==> src/rtl/al_pkg.sv <==
// Shared definitions for the parameter auto-load path: reader FSM states and
// the constants the sequencer and PROM reader agree on.
package al_pkg;

  typedef enum logic [1:0] {
    ST_IDLE,
    ST_SHIFT,
    ST_STORE,
    ST_DESEL
  } state_e;

  localparam logic [5:0]  MAX_ADDR     = 6'd33;
  localparam logic [7:0]  DEF_CMD_READ = 8'h03;
  localparam logic [15:0] BLANK_WORD   = 16'hFFFF;

  // Word address to PROM byte address; wraps modulo 2^24.
  function automatic logic [23:0] word_to_byte_addr(input logic [23:0] base,
                                                    input logic [5:0]  waddr);
    return base + {17'd0, waddr, 1'b0};
  endfunction

endpackage

==> src/rtl/spi_tick_gen.sv <==
// SCK phase generator: alternating one-cycle RISE/FALL enables, one every N
// CLK cycles while EN is high; restarts from zero whenever EN drops.
module spi_tick_gen (
  input  logic       CLK,
  input  logic       RST,
  input  logic       EN,
  input  logic [3:0] N,
  output logic       RISE,
  output logic       FALL
);

  logic [3:0] cnt_q;
  logic       phase_q;
  logic       tick;

  assign tick = EN && (cnt_q == N - 4'd1);
  assign RISE = tick && !phase_q;
  assign FALL = tick &&  phase_q;

  always_ff @(posedge CLK or posedge RST) begin
    if (RST) begin
      cnt_q   <= '0;
      phase_q <= 1'b0;
    end else if (!EN) begin
      cnt_q   <= '0;
      phase_q <= 1'b0;
    end else if (tick) begin
      cnt_q   <= '0;
      phase_q <= ~phase_q;
    end else begin
      cnt_q   <= cnt_q + 4'd1;
    end
  end

endmodule

==> src/rtl/al_prom_reader.sv <==
// Auto-load responder: on EXECUTE, reads one 16-bit word from the SPI
// (mode 0) parameter PROM and strobes it into the parameter bank.
module al_prom_reader
  import al_pkg::*;
#(
  parameter int unsigned CLK_DIV   = 4,
  parameter logic [7:0]  CMD_READ  = DEF_CMD_READ,
  parameter logic [23:0] BASE_ADDR = 24'h000000
) (
  input  logic        CLK,
  input  logic        RST,
  input  logic        EXECUTE,
  input  logic [5:0]  ADDR,
  output logic        BUSY,
  output logic        WE,
  output logic        BLANK,
  output logic [5:0]  WADDR,
  output logic [15:0] DATA_OUT,
  output logic        CS_N,
  output logic        SCK,
  output logic        MOSI,
  input  logic        MISO
);

  localparam logic [5:0] LAST_BIT   = 6'd47;
  localparam logic [5:0] DESEL_LAST = 6'(2 * CLK_DIV - 2);

  state_e      state_q, state_d;
  logic        busy_q, busy_d;
  logic        we_q, we_d;
  logic        blank_q, blank_d;
  logic [5:0]  waddr_q, waddr_d;
  logic [15:0] data_q, data_d;
  logic        cs_n_q, cs_n_d;
  logic        sck_q, sck_d;
  logic        mosi_q, mosi_d;
  logic [31:0] tx_q, tx_d;
  logic [15:0] rx_q, rx_d;
  logic [5:0]  bit_q, bit_d;
  logic        rise, fall;

  spi_tick_gen u_tick (
    .CLK  (CLK),
    .RST  (RST),
    .EN   (state_q == ST_SHIFT),
    .N    (4'(CLK_DIV)),
    .RISE (rise),
    .FALL (fall)
  );

  always_ff @(posedge CLK or posedge RST) begin
    if (RST) begin
      state_q <= ST_IDLE;
      busy_q  <= 1'b0;
      we_q    <= 1'b0;
      blank_q <= 1'b0;
      waddr_q <= '0;
      data_q  <= '0;
      cs_n_q  <= 1'b1;
      sck_q   <= 1'b0;
      mosi_q  <= 1'b0;
      tx_q    <= '0;
      rx_q    <= '0;
      bit_q   <= '0;
    end else begin
      state_q <= state_d;
      busy_q  <= busy_d;
      we_q    <= we_d;
      blank_q <= blank_d;
      waddr_q <= waddr_d;
      data_q  <= data_d;
      cs_n_q  <= cs_n_d;
      sck_q   <= sck_d;
      mosi_q  <= mosi_d;
      tx_q    <= tx_d;
      rx_q    <= rx_d;
      bit_q   <= bit_d;
    end
  end

  always_comb begin
    state_d = state_q;
    busy_d  = busy_q;
    we_d    = 1'b0;
    blank_d = 1'b0;
    waddr_d = waddr_q;
    data_d  = data_q;
    cs_n_d  = cs_n_q;
    sck_d   = sck_q;
    mosi_d  = mosi_q;
    tx_d    = tx_q;
    rx_d    = rx_q;
    bit_d   = bit_q;
    unique case (state_q)
      ST_IDLE: begin
        if (EXECUTE && !busy_q) begin
          state_d = ST_SHIFT;
          busy_d  = 1'b1;
          cs_n_d  = 1'b0;
          waddr_d = ADDR;
          tx_d    = {CMD_READ, word_to_byte_addr(BASE_ADDR, ADDR)};
          mosi_d  = CMD_READ[7];
          bit_d   = '0;
        end
      end
      ST_SHIFT: begin
        if (rise) begin
          sck_d = 1'b1;
          rx_d  = {rx_q[14:0], MISO};
        end
        // The falling edge of the last bit is also the Store edge, so the
        // strobe and deselect are registered here rather than in ST_STORE.
        if (fall) begin
          sck_d = 1'b0;
          if (bit_q == LAST_BIT) begin
            state_d = ST_STORE;
            cs_n_d  = 1'b1;
            mosi_d  = 1'b0;
            data_d  = rx_q;
            we_d    = (rx_q != BLANK_WORD);
            blank_d = (rx_q == BLANK_WORD);
            bit_d   = '0;
          end else begin
            bit_d   = bit_q + 6'd1;
            tx_d    = {tx_q[30:0], 1'b0};
            mosi_d  = tx_q[30];
          end
        end
      end
      ST_STORE: begin
        state_d = ST_DESEL;
      end
      ST_DESEL: begin
        if (bit_q == DESEL_LAST) begin
          state_d = ST_IDLE;
          busy_d  = 1'b0;
        end else begin
          bit_d   = bit_q + 6'd1;
        end
      end
      default: state_d = ST_IDLE;
    endcase
  end

  assign BUSY     = busy_q;
  assign WE       = we_q;
  assign BLANK    = blank_q;
  assign WADDR    = waddr_q;
  assign DATA_OUT = data_q;
  assign CS_N     = cs_n_q;
  assign SCK      = sck_q;
  assign MOSI     = mosi_q;

endmodule

==> config.mk <==
export PLATFORM = sky130hd
export DESIGN_NAME = al_prom_reader
export DESIGN_NICKNAME = d
export VERILOG_FILES = /design/src/rtl/al_pkg.sv /design/src/rtl/spi_tick_gen.sv /design/src/rtl/al_prom_reader.sv
export SDC_FILE = /design/constraint.sdc
export NUM_CORES = 1
export LEC_CHECK = 0
export CORE_UTILIZATION = 62
export CTS_CLUSTER_SIZE = 20
export DETAILED_ROUTE_END_ITERATION = 6
export DONT_BUFFER_PORTS = 1
export GPL_TIMING_DRIVEN = 1
export PLACE_DENSITY = 0.78
export SYNTH_ARGS = -nofsm -noshare
export SYNTH_HDL_FRONTEND = slang
export SYNTH_HIERARCHICAL = 1
export SYNTH_SLANG_ARGS = --single-unit
==> constraint.sdc <==
create_clock -name CLK -period 2.64 [get_ports CLK]
set_input_delay 0.264 -clock CLK [delete_from_list [all_inputs] [get_ports CLK]]
set_output_delay 0.264 -clock CLK [all_outputs]
set_load 0.02 [all_outputs]
# ---- After elaboration in Yosys (flattened, before gate mapping)
# Cells that the tools add are included.
dict set report word_totals {
  regBits 88
}
dict set report op_classes {
  add_sub_neg 2
  n_eq_ne 15
  muxes 36
  bitwise_logic 1
  reduce_logical 21
}
# op count
set op_table {}
lappend op_table {{$mux 31} 3}
lappend op_table {{$pmux 31 s2} 1}
lappend op_table {{$mux 6} 4}
lappend op_table {{$pmux 6 s3} 1}
lappend op_table {{$mux 1} 17}
lappend op_table {{$eq 16x16->1 const B} 1}
lappend op_table {{$ne 16x16->1 const B} 1}
lappend op_table {{$reduce_and 4->1} 4}
lappend op_table {{$ne 2x2->1 const B} 7}
lappend op_table {{$reduce_and 3->1} 3}
lappend op_table {{$mux 2} 4}
lappend op_table {{$mux 4} 2}
lappend op_table {{$pmux 2 s4} 1}
lappend op_table {{$add 6x1->6 const B} 1}
lappend op_table {{$eq 6x3->1 const B} 1}
lappend op_table {{$eq 6x6->1 const B} 1}
lappend op_table {{$pmux 1 s2} 3}
lappend op_table {{$reduce_and 2->1} 3}
lappend op_table {{$reduce_bool 2->1} 3}
lappend op_table {{$add 4x1->4 const B} 1}
lappend op_table {{$eq 2x2->1 const B} 2}
lappend op_table {{$eq 4x2->1 const B} 1}
lappend op_table {{$logic_and 1x1->1} 4}
lappend op_table {{$reduce_bool 3->1} 1}
lappend op_table {{other kinds (4)} 5}

# ---- Logic depth before layout (Yosys ltp)
dict set report logic_depth {
  depth_word 5
  mapped_depth 11
  depth_no_buf 10
}

# ---- Modules after synthesis
# The synthesis kept the hierarchy.
# module n_inst cells_each area_per_inst_um2 seq_area_each_um2
set modules_own_cells {}
lappend modules_own_cells {al_prom_reader 1 248 3454.6 2053.2}
lappend modules_own_cells {spi_tick_gen 1 32 321.6 125.1}

# ---- Worst setup path before layout
# OpenSTA, ideal clock, no wires.
dict set report synth_timing {
  path_type {register to register}
  startpoint {register u_tick.cnt_q[2]}
  endpoint {register tx_q[2]}
  setup_time_ns 0.125
  arrival_ns 2.124
  required_ns 2.515
  setup_slack_ns 0.391
  path_stages_with_launch 10
  path_buffers 1
  period_less_slack_ns 2.249
  path_cell_list {dfrtp_1 > xnor3_1 > nand3_2 > nor2_1 > and3_1 > nor2b_4 > a21o_1 > a211o_1 > buf_4 > mux2_4}
}
dict set report synth_via {
  elab_chain_cells 5
}
# item line
set synth_lines {}
lappend synth_lines {{from (decl)} spi_tick_gen.sv:12} ;# logic [3:0] cnt_q;
lappend synth_lines {{from (signal assigned)} spi_tick_gen.sv:31} ;# cnt_q <= cnt_q + 4'd1;
lappend synth_lines {{$eq 4x2->1} spi_tick_gen.sv:16} ;# assign tick = EN && (cnt_q == N - 4'd1);
lappend synth_lines {{$logic_and 1x1->1} spi_tick_gen.sv:16}
lappend synth_lines {{$logic_and 1x1->1} spi_tick_gen.sv:18} ;# assign FALL = tick && phase_q;
lappend synth_lines {{via fall} al_prom_reader.sv:40} ;# logic rise, fall;
lappend synth_lines {{$ne 2x2->1 (no line)} --}
lappend synth_lines {{$reduce_and 4->1 (no line)} --}
lappend synth_lines {{to (signal assigned)} al_prom_reader.sv:75} ;# tx_q <= tx_d;
lappend synth_lines {{to (decl)} al_prom_reader.sv:37} ;# logic [31:0] tx_q, tx_d;
# The timed path passes the listed nets, and every way through them passes these cells.
# A chain may end at the register's enable or synchronous reset.

# ---- Worst setup path after layout
dict set report layout_timing {
  startpoint {register u_tick.cnt_q[2]}
  endpoint {register tx_q[5]}
}
# Same word-level chain as after synthesis.

==> results.md <==
- Synthesized area: 3780 um2
- Most frequent cells in the layout: dfrtp_1, mux2_2, a22o_1, inv_1, a21oi_1
- Area grow syn2layout: 9.94%
- Via count: 2,239
- Bufs on Longest Clock Path: 2
- NetSw: 953 uW
- Post-Layout Cell Count: 376
- P_leak: 2.09 nW
- Width of the die: 80.0 um
- Most common cell after layout, fill and taps aside: dfrtp_1
- Clock Power Share: 32.8%
- Final worst setup slack: 0.220 ns
- Library cells used by synthesis: 51
- Placed insts: 359
- Flop pwr share: 49.4%
- Initial Utilization: 64.2%
- DR WL met2: 3160 um
- Flop2flop setup slack: 0.22 ns
- Pre-CTS WS: 0.226 ns
- Predominant post-synthesis flop cell: dfrtp_1
- Ports: 38
- Clock-pin slew on the worst setup and hold paths: 0.09 ns
- First-pass GRT wire length: 10,800 um
- Register area share after synthesis: 57.7%
- R2r endpoint: tx_q[5]$_DFFE_PP0P_
- #FFs+latches synth: 87
- WL/cell: 17.2 um
- PortBufs: 0
- Xor/xnor cell area share of the yosys netlist: 1.99%
- VDD IR max: 524 uV
- GP Congestion: 0.804
- Worst Path Required: 2.88 ns
- Async SR Flop Fraction: 100%
- TNS Setup: 0 ns
- Largest net degree at the start of global routing: 67
- Combinational Power Share: 17.8%
- Compound-Gate Fraction of Synth Area: 10.4%
- Post-Syn Instances: 280
- Total die area: 6410 um2
- Synth Area per Inst: 13.5 um2
- Max Cap Violations: 0
- Arrival time at the worst endpoint: 2.66 ns
- M1 WL: 2910 um
- Post-Route WL: 6470 um
- Row Count: 28
- Worst skew pair latency: 0.35 ns
- # diodes: 0
- Outcome: finished clean
- Worst Skew: 0.00806 ns
- Pwr Density: 836 nW/um2
- Share of cells above drive strength 1: 24.9%
- CTS Root Cell: clkbuf_8
- Chip height: 80.0 um
- RSZ-0062 raised after global routing: no
- DR pass1 iterations: 4
- Met3 WL post-DR: 271 um
- Largest family of logic cells by synthesized area: multiplexers
- Reg2reg start: u_tick/cnt_q[2]$_DFF_PP0_
- Vias per inst: 5.95
- HPWL Detailed: 4250 um
- Final setup violation count: 0
- Initial antenna violation count: 0
- Hold WC Path Type: primary input to async pin
- CTS tree: built
- TritonCTS Buffers: 9
- Synth Area in Simple Gates: 8.08%
- Finished Cell Area: 4150 um2
- Core area: 5890 um2
- Part of the cycle the worst path needs: 91.7%
- Postcts setup bufs: 0
- Final Slew Violations: 0
- Htree depth: 3
- Fin crit period: 2.42 ns
- Max Used Layer: met4
- Final Net Count: 315
- Internal power: 2.52 mW
- EDFF count, synth: 0
- Critical Path Sink Type: flip-flop
- Hold Worst Slack: 0.0302 ns
- Clk sinks: 87
- Startpoint Class: flip-flop
- Drt drc: 0
- R2R cell count: 9
- Placed cell areas: 3890 um2
- GRT overflow: 0
- Yosys warns: 6
- Kind of critical path: flip-flop to flip-flop
- Synth Area in Adders: 2.98%
- Final Hold Fails: 0
- Iter 0 DRT Violations: 92
- Largest fanout on the critical path: 30
- Gr usage total: 22.8%
- Vias in the first global route: 2,247
- Core Util, Final: 70.5%
- Post-synthesis mux area share: 15.6%
- Max_slew headroom: 27.1%
- Fmax: 413 MHz
- Final ANT Viol Nets: 0
- Slew @ Worst Pin: 1.09 ns
- Switch share: 27.5%
- Total power: 3.47 mW
==> cell type report <==
| cell class | count | area [um2] |
|---|---|---|
| Clock buffer | 9 | 124 |
| Clock inverter | 7 | 128 |
| Fill cell | 409 | 1730 |
| Inverter | 13 | 50.0 |
| Multi-Input combinational cell | 176 | 1510 |
| Sequential cell | 87 | 2180 |
| Tap cell | 75 | 93.8 |
| Timing Repair Buffer | 9 | 70.1 |
==> power by group through the flow <==
stage | sequential, mW | combinational [mW] | clock, mW
floorplan | 1.69 | 0.526 | 0
global placement | 1.73 | 0.593 | 0
detailed placement | 1.74 | 0.615 | 0
CTS | 1.72 | 0.624 | 1.15
global route | 1.75 | 0.696 | 1.21
finish | 1.72 | 0.617 | 1.14
==> what timing repair did <==
action                                 in CTS  in global routing
hold buffers                                1                  0
endpoints found under the hold margin       5                  0
gates resized for setup                     0                  0
==> worst max-delay path: stages (launching register included) <==
cell and delay, ns:
dfrtp_1 0.42, xnor3_1 0.39, nand3_2 0.09, nor2_1 0.09
and3_1 0.24, nor2b_4 0.07, a21o_1 0.19, a211o_1 0.27
buf_4 0.24, mux2_4 0.33
==> routing by layer <==
layer / vias to the layer above / GRT usage (%)
met2: 54 / 35.0
li1: 1045 / -
met3: 12 / 5.26
met1: 1128 / 30.4
met5: - / 0
met4: 0 / 11.8
==> cells in the mapped netlist (5+ instances only) <==
| master | n | area share, % |
|---|---|---|
| nor2_1 | 10 | 0.99 |
| o21ai_0 | 7 | 0.93 |
| dfrtp_1 | 86 | 57 |
| mux2_1 | 9 | 2.7 |
| inv_1 | 13 | 1.3 |
| buf_2 | 6 | 0.80 |
| nand4_1 | 6 | 0.99 |
| mux2_4 | 5 | 2.0 |
| mux2_2 | 35 | 10 |
| a22o_1 | 22 | 5.1 |
| a21oi_1 | 11 | 1.5 |
| ha_1 | 9 | 3.0 |
==> sequential cells by signal, indices dropped and copies added, names as in the netlist, 2 cells and up <==
name	cells
u_tick/cnt_q	4
bit_q	6
tx_q	30
rx_q	16
state_q	2
DATA_OUT	16
WADDR	6
==> worst max-delay path by stage <==
stage                              startpoint                   to  slack [ns]  depth (start not counted)
finish              u_tick/cnt_q[2]$_DFF_PP0_  tx_q[5]$_DFFE_PP0P_        0.22                          9
detailed placement  u_tick/cnt_q[2]$_DFF_PP0_  tx_q[4]$_DFFE_PP0P_        0.23                          9
global route        u_tick/cnt_q[2]$_DFF_PP0_  tx_q[5]$_DFFE_PP0P_        0.05                          9
CTS                 u_tick/cnt_q[2]$_DFF_PP0_  tx_q[5]$_DFFE_PP0P_        0.22                          9
floorplan                                 RST      BLANK$_DFF_PP0_        0.27                          1
global placement    u_tick/cnt_q[2]$_DFF_PP0_  tx_q[5]$_DFFE_PP0P_        0.26                          9
==> cells by family after synthesis <==
| family | count (synthesis) |
|---|---|
| xor+xnor | 7 |
| mux | 51 |
| fa+ha+maj | 9 |
| other cells | 2 |
| buf+inv | 23 |
| simple gates | 47 |
| flops | 87 |
| compound gates | 54 |
Note: power is estimated with default switching activity, not from simulation.
